## src/rtl/calc_pkg.sv

```systemverilog
// calc_pkg: shared types and constants for the calc operation scheduler.
//   op_t     : request opcode (mul / add / sub / illegal)
//   state_t  : scheduler FSM states
//   SEL_*    : one-hot datapath select encodings (all-zero = idle)
//   DP_LAT_* : legal range of the datapath latency parameter
//   sel_decode() : opcode to one-hot select
package calc_pkg;

   typedef enum logic [1:0] {
      OP_MUL = 2'b00,
      OP_ADD = 2'b01,
      OP_SUB = 2'b10,
      OP_ILL = 2'b11
   } op_t;

   typedef enum logic [1:0] {
      IDLE,
      EXEC,
      RESP
   } state_t;

   localparam logic [2:0] SEL_IDLE = 3'b000;
   localparam logic [2:0] SEL_MUL  = 3'b001;
   localparam logic [2:0] SEL_ADD  = 3'b010;
   localparam logic [2:0] SEL_SUB  = 3'b100;

   localparam int unsigned DP_LAT_MIN = 1;
   localparam int unsigned DP_LAT_MAX = 4;

   function automatic logic [2:0] sel_decode(input op_t op);
      logic [2:0] sel;
      case (op)
         OP_MUL:  sel = SEL_MUL;
         OP_ADD:  sel = SEL_ADD;
         OP_SUB:  sel = SEL_SUB;
         default: sel = SEL_IDLE;
      endcase
      return sel;
   endfunction

endpackage

```

## src/rtl/calc_rr_arb2.sv

```systemverilog
// calc_rr_arb2: two-requester round-robin arbiter.
//   clk, rst  : clock, synchronous active-high reset
//   valid[1:0]: request valid per requester
//   fire      : a grant was consumed this cycle; advances the pointer
//   grant[1:0]: one-hot grant (zero when nothing is valid)
//   grant_id  : index of the granted requester
// The last-grant pointer resets to 1 so requester 0 wins the first tie.
module calc_rr_arb2 (
   input  logic       clk,
   input  logic       rst,
   input  logic [1:0] valid,
   input  logic       fire,
   output logic [1:0] grant,
   output logic       grant_id
);

   logic last;

   always_comb begin
      grant_id = 1'b0;
      case (valid)
         2'b10:   grant_id = 1'b1;
         2'b11:   grant_id = ~last;
         default: grant_id = 1'b0;
      endcase
      grant = '0;
      if (valid != 2'b00) begin
         grant = grant_id ? 2'b10 : 2'b01;
      end
   end

   always_ff @(posedge clk) begin
      if (rst) begin
         last <= 1'b1;
      end else if (fire) begin
         last <= grant_id;
      end
   end

endmodule

```

## src/rtl/calc_op_scheduler.sv

```systemverilog
// calc_op_scheduler: shares one 2-bit mul/add/sub datapath between two
// requesters. Accepts requests (round-robin), drives the one-hot dp_sel for
// DP_LAT cycles, captures dp_result and returns it tagged with the requester id.
//   clk, rst                 : clock, synchronous active-high reset
//   req_valid/req_ready[1:0] : request handshake per requester
//   req{0,1}_{a,b,op}        : operands and opcode (00 mul, 01 add, 10 sub, 11 illegal)
//   dp_a, dp_b, dp_sel       : datapath drive (zero outside EXEC)
//   dp_result                : datapath result, captured in the last EXEC cycle
//   rsp_valid/rsp_ready      : response handshake
//   rsp_id, rsp_data         : requester tag and result
//   rsp_err                  : illegal op or sub underflow (only with CALC_SCHED_ERR_EN)
//   busy                     : FSM not in IDLE
// Optional feature macro: CALC_SCHED_ERR_EN.
module calc_op_scheduler
   import calc_pkg::*;
#(
   parameter int unsigned DP_LAT = 1
) (
   input  logic       clk,
   input  logic       rst,
   input  logic [1:0] req_valid,
   output logic [1:0] req_ready,
   input  logic [1:0] req0_a,
   input  logic [1:0] req0_b,
   input  logic [1:0] req0_op,
   input  logic [1:0] req1_a,
   input  logic [1:0] req1_b,
   input  logic [1:0] req1_op,
   output logic [1:0] dp_a,
   output logic [1:0] dp_b,
   output logic [2:0] dp_sel,
   input  logic [2:0] dp_result,
   output logic       rsp_valid,
   input  logic       rsp_ready,
   output logic       rsp_id,
   output logic [2:0] rsp_data,
`ifdef CALC_SCHED_ERR_EN
   output logic       rsp_err,
`endif
   output logic       busy
);

   localparam logic [1:0] CNT_LAST = 2'(DP_LAT - 1);

   state_t     state, state_n;
   logic [1:0] grant;
   logic       grant_id;
   logic       fire;
   logic [1:0] sel_a, sel_b;
   op_t        sel_op;
   logic [1:0] a_q, b_q;
   op_t        op_q;
   logic       id_q;
   logic [1:0] cnt;
   logic       cnt_last;
   logic [2:0] data_q;

   calc_rr_arb2 u_arb (
      .clk      (clk),
      .rst      (rst),
      .valid    (req_valid),
      .fire     (fire),
      .grant    (grant),
      .grant_id (grant_id)
   );

   // Fire derived from the arbiter grant directly, not from req_ready, so the
   // FSM comb block does not feed back into itself.
   assign fire     = (state == IDLE) && ((req_valid & grant) != 2'b00);
   assign sel_a    = grant_id ? req1_a : req0_a;
   assign sel_b    = grant_id ? req1_b : req0_b;
   assign sel_op   = op_t'(grant_id ? req1_op : req0_op);
   assign cnt_last = (cnt == CNT_LAST);

   always_ff @(posedge clk) begin
      if (rst) begin
         state <= IDLE;
      end else begin
         state <= state_n;
      end
   end

   always_comb begin
      state_n   = state;
      req_ready = '0;
      dp_sel    = SEL_IDLE;
      dp_a      = '0;
      dp_b      = '0;
      rsp_valid = 1'b0;
      busy      = (state != IDLE);
      case (state)
         IDLE: begin
            req_ready = grant;
            if (fire) begin
               state_n = (sel_op == OP_ILL) ? RESP : EXEC;
            end
         end
         EXEC: begin
            dp_a   = a_q;
            dp_b   = b_q;
            dp_sel = sel_decode(op_q);
            if (cnt_last) begin
               state_n = RESP;
            end
         end
         RESP: begin
            rsp_valid = 1'b1;
            if (rsp_ready) begin
               state_n = IDLE;
            end
         end
         default: state_n = IDLE;
      endcase
   end

   always_ff @(posedge clk) begin
      if (rst) begin
         a_q    <= '0;
         b_q    <= '0;
         op_q   <= OP_MUL;
         id_q   <= 1'b0;
         cnt    <= '0;
         data_q <= '0;
      end else begin
         if (fire) begin
            a_q  <= sel_a;
            b_q  <= sel_b;
            op_q <= sel_op;
            id_q <= grant_id;
            if (sel_op == OP_ILL) begin
               data_q <= '0;
            end
         end
         if (state == EXEC) begin
            cnt <= cnt_last ? 2'b00 : cnt + 2'd1;
            if (cnt_last) begin
               data_q <= dp_result;
            end
         end else begin
            cnt <= '0;
         end
      end
   end

`ifdef CALC_SCHED_ERR_EN
   logic err_q;

   always_ff @(posedge clk) begin
      if (rst) begin
         err_q <= 1'b0;
      end else if (fire) begin
         err_q <= (sel_op == OP_ILL) || ((sel_op == OP_SUB) && (sel_a < sel_b));
      end
   end

   assign rsp_err = err_q;
`endif

   assign rsp_id   = id_q;
   assign rsp_data = data_q;

endmodule

```

## config.mk

```make
export PLATFORM = sky130hd
export DESIGN_NAME = calc_op_scheduler
export DESIGN_NICKNAME = d
export VERILOG_FILES = /design/src/rtl/calc_pkg.sv /design/src/rtl/calc_rr_arb2.sv /design/src/rtl/calc_op_scheduler.sv
export SDC_FILE = /design/constraint.sdc
export NUM_CORES = 1
export LEC_CHECK = 0
export ABC_AREA = 1
export CAP_MARGIN = 20
export CORE_MARGIN = 1
export CORE_UTILIZATION = 30
export DETAILED_ROUTE_END_ITERATION = 6
export GPL_ROUTABILITY_DRIVEN = 1
export PLACE_DENSITY = 0.61
export SETUP_SLACK_MARGIN = 0.5
export SYNTH_ARGS = -nofsm -noshare
export SYNTH_HDL_FRONTEND = slang
export SYNTH_SLANG_ARGS = --single-unit
```

## constraint.sdc

```tcl
create_clock -name clk -period 2.6 [get_ports clk]
set_input_delay 0.78 -clock clk [delete_from_list [all_inputs] [get_ports clk]]
set_output_delay 0.78 -clock clk [all_outputs]
set_load 0.05 [all_outputs]
```

* Word-level counts from Yosys, hierarchy flattened
Cells that the tools add are included.
Word-level totals: bits in registers 15, word-level logic and storage cells 52, bits of input ports 20, output and inout bits 15
Cells by class: eq/ne operators 10, $add $sub $neg 1, muxes and demuxes 21, bitwise logic cells 3, reductions and logical operators 9
Operators by type and width (count):
- two-way mux 2 bit | 12
- two-way mux 3 bit | 5
- == test 2 bit (second input constant) | 5
- case mux 3 bit (3 select lines) | 1
- zero test 2 bit | 3
- != test 2 bit (second input constant) | 3
- case mux 2 bit (3 select lines) | 1
- nonzero test 2 bit | 3
- == test 2 x 1 -> 1 bit (second input constant) | 2
- AND reduction 3 bit | 1
- OR reduction 3 bit | 1
- adder 2 x 1 -> 2 bit (second input constant) | 1
- AND 2 bit | 1
- NOT 1 bit | 2
- case mux 1 bit (2 select lines) | 1
- logical AND 1 bit | 1
- two-way mux 1 bit | 1

* Longest topological paths before layout
depth in word-level cells 10, mapped depth 8, gate-level depth less buffers 8

* By module
Synthesis repeated with hierarchy kept, for this count alone.
Second synthesis, totals: cells, all modules 119, area, all modules 783.3 sq um
Modules (own cells, without submodules):
- calc_op_scheduler | area an instance 720.7 sq um, times used 1, cells an instance 109
- calc_rr_arb2 | area an instance 62.6 sq um, times used 1, cells an instance 10

* Worst setup path before layout
No wires, ideal clock.
kind register to output, from reg state[0], to out dp_sel[0], cell stages (with the launch flop) 5, setup slack 107 ps, arrival time 1713 ps, path through dfxtp_1 inv_1 nor2_1 inv_1 nor3_1
Between the ends: longest elaborated chain between the ends 2
Ends and longest elaborated chain:
- start: declaration | line calc_op_scheduler.sv:45 | state_t state, state_n;
- start signal: assignment | line calc_op_scheduler.sv:79 | state <= state_n;
- == test 2 x 1 -> 1 bit | line calc_op_scheduler.sv:91 | case (state)
- two-way mux 3 bit | line calc_op_scheduler.sv:91
- end: declaration | line calc_op_scheduler.sv:31 | output logic [2:0] dp_sel,
No other way between the ends.

* Final worst setup path
from in req_valid[0], to out req_ready[0]
Between the ends: longest elaborated chain between the ends 5, elaborated cells between the ends (all ways) 7, classes of those cells eq/ne (2); mux (4); reduce/logical (1)
Ends and longest elaborated chain:
- start: declaration | line calc_op_scheduler.sv:21 | input logic [1:0] req_valid,
- == test 2 bit | line calc_rr_arb2.sv:21 | case (valid)
- case mux 1 bit (2 select lines) | line calc_rr_arb2.sv:21
- two-way mux 2 bit | line calc_rr_arb2.sv:28 | grant = grant_id ? 2'b10 : 2'b01;
- two-way mux 2 bit (*) | line calc_rr_arb2.sv:27 | if (valid != 2'b00) begin
- two-way mux 2 bit (*) | line calc_op_scheduler.sv:91
- end: declaration | line calc_op_scheduler.sv:22 | output logic [1:0] req_ready,
Every way passes the cells marked *; elsewhere a longest branch is shown, timed or not.

==> impl_metrics.ini <==
[detailed_routing]
drtPass1Iterations = 4
wl_per_cell_um = 10.44
vias = 800
drt_iter0_markers = 18
drc = 0
wl_mm = 1.879
ant_nets = 0
avgViaCountPerCell = 4.444

[placement]
placed_cells = 171
portBuffers = 34
gp_congestion = 0.7955
place_area_sq_mm = 0.001161
hpwlAfterDp_mm = 1.464

[synth]
synth_top_cell_by_area = dfxtp_1
syn-cell-area_sq_um = 720.7
synth.most_common_cell = nand2_1
syn_inst = 102
yosys.area.top_type_share_pct = 41.67
synthArstFlopShare_pct = 0
synth_edf_count = 0
synth_top_cells_by_count = nand2_1, inv_1, dfxtp_1
synthFlopType = dfxtp_1
ys_warn_count = 0
synth_area_leaders = dfxtp_1, nand2_1, inv_1, nor2_1, a31oi_1
syn-num-nets = 123
avgSynthCellArea_sq_um = 7.066
ys_ff_latch = 15
ys_types = 19
ys_seq_area_share_pct = 41.67

[timing]
worst_slew_pin_slew_ns = 0.4884
skew_ns = 0.005008
setup_viol = 0
report.final.slew_viol_count = 0
max_clock_freq_mhz = 471.5
layout_worst_path_cycle_share_pct = 81.58
hold_viol_final = 0
maxSlewHeadroom_pct = 67.57
min_period_ns = 2.121
rsz0062_at_grt = true

[power]
p_int_mw = 0.4500
pwr-share-seq_pct = 38.0
switching_share_pct = 38.05
p_sw_mw = 0.2764
ir_drop_v = 0.0003195
leakagePower_nw = 0.5727
clkPwrFrac_pct = 17.8
p_comb_share_pct = 44.2
power.density_mw_per_mm2 = 569.2

[clock_tree]
clock_latency_ns = 0.28
cts_buffer_depth = 2
cts_made_buffers = 3
hold_buffers = 0
htreeDepth = 1
root_buffer = clkbuf_4
clk_pin_slew_ns = 0.08
clkSinkCount = 15
cts_tree = done

[grt]
grt_pass1_vias = 680
grt_max_degree = 10
track_usage_pct = 15.35
antenna_found_initial = 0
grt_pass1_wl_mm = 2.946
gr-total-overflow = 0

[layout]
fillers = 220
fin_cells = 180
antenna_cells = 0
syn2layout_area_growth_pct = 77.08
final_area_sq_mm = 0.001276
drive_above_1_share_pct = 28.29
fin_util_pct = 57.14
final_net_count = 174

[worst_setup_path]
crit_fanout = 2
worstPathRequired_ns = 1.82
crit_path_end_kind = output pin
critPathSlowestCell = o21ai_4
start_kind = input port
cp_cell_sequence = buf_8, buf_6, o21ai_4, nor2_4, buf_12
critPathArrivalTime_ns = 1.34
critPathMaxStageDelay_ns = 0.15
crit_type = input port to output pin

[job]
timing.max_cap.violations = 0

[floorplanning]
fp-row-count = 17
coreArea_sq_mm = 0.002233
pin_count = 35
fp.dieW_um = 51.02
die_area_sq_mm = 0.002603
initial_core_util_pct = 32.27
die_h_um = 51.02

[run_status]
outcome = finished clean

[hold_path]
hp-class = flip-flop to flip-flop
[through the flow]
step                      setup slack, ns  hold slack, ns   TNS (ns)  power, mW
final                              0.4790          0.4163          0     0.7264
after global routing               0.4420          0.4531          0     0.7751
after CTS                          0.4434          0.4177          0     0.7169
after detailed placement         -0.02898          0.4056   -0.02898     0.5836
after global placement          -0.007246          0.3997  -0.007246     0.5808
after floorplan                    0.1072          0.3925          0     0.4575
[area by class of cell]
class | instances | area, sq um | share of cell area (%)
clock buffers | 4 | 26.28 | 2.059
inverters | 17 | 68.82 | 5.392
multi-input cells | 70 | 381.6 | 29.90
flip-flops and latches | 15 | 304.0 | 23.82
well taps | 28 | 35.03 | 2.745
repair buffers | 46 | 460.4 | 36.08
[flip-flops by register name, indices dropped and copies added, names as in the netlist]
name	flops
a_q	2
b_q	2
cnt	2
op_q	2
rsp_data	3
rsp_id	1
state	2
u_arb.last	1
[worst paths after layout]
kind	slack (ns)	depth (start not counted)	to	startpoint
worst max-delay path	0.48	5	req_ready[0]	req_valid[0]
worst max register to register	1.18	11	state[1]$_SDFFE_PP0P_	u_arb.last$_SDFFE_PP1P_
worst min register to register	0.42	1	cnt[0]$_SDFF_PP0_	cnt[0]$_SDFF_PP0_
worst min-delay path	0.42	1	cnt[0]$_SDFF_PP0_	cnt[0]$_SDFF_PP0_
[logic make-up (layout without fill, tap and decap cells)]
kind of cell             count (synthesis)  in the layout  share of synthesized area (%)
AO/OA/AOI/OAI                           18             18                          15.80
adder cells (fa/ha/maj)                  1              1                          1.736
AND/OR/NAND/NOR                         51             51                          31.60
flip-flops                              15             15                          41.67
buffers and inverters                   17             67                          9.202
[worst max-delay path, delay by kind of cell]
| kind | cells | cell delay [ns] |
|---|---|---|
| compound gates | 1 | 0.15 |
| simple gates | 1 | 0.06 |
| buf+inv | 3 | 0.35 |
[repair_timing]
action | 4_1_cts | 5_1_grt
setup buffers | 2 | 3
pin swaps | 5 | 4
setup endpoints to repair | 15 | 9
cloned | 0 | 0
resized for setup | 27 | 16
[cell usage in the layout (no fill, tap or decap), drive strengths merged]
cell type	count
nand2	30
buf	24
clkdlybuf4s50	17
inv	17
dfxtp	15
nor2	14
o21ai	7
a31oi	5
nand3	5
a21oi	5
dlygate4sd2	4
clkbuf	4
nor3	2
a211oi	1
ha	1
clkdlybuf4s15	1
[power by group through the flow]
stage / sequential (mW) / clock, mW / combinational [mW]
6_report: 0.276 / 0.129 / 0.321
3_5_place_dp: 0.279 / 0 / 0.305
2_1_floorplan: 0.301 / 0 / 0.156
3_3_place_gp: 0.278 / 0 / 0.302
4_1_cts: 0.275 / 0.135 / 0.307
5_1_grt: 0.279 / 0.149 / 0.346
[routing by layer]
metal  vias up  GRT usage, %  part of all wire (%)
met5         -             0                     0
met4         0         2.778                  0.48
met3         2         5.357                   4.0
met2        15         26.75                    53
met1       361         18.08                    42
li1        422             -                     -
No activity file was read; power rests on OpenSTA's default activity.
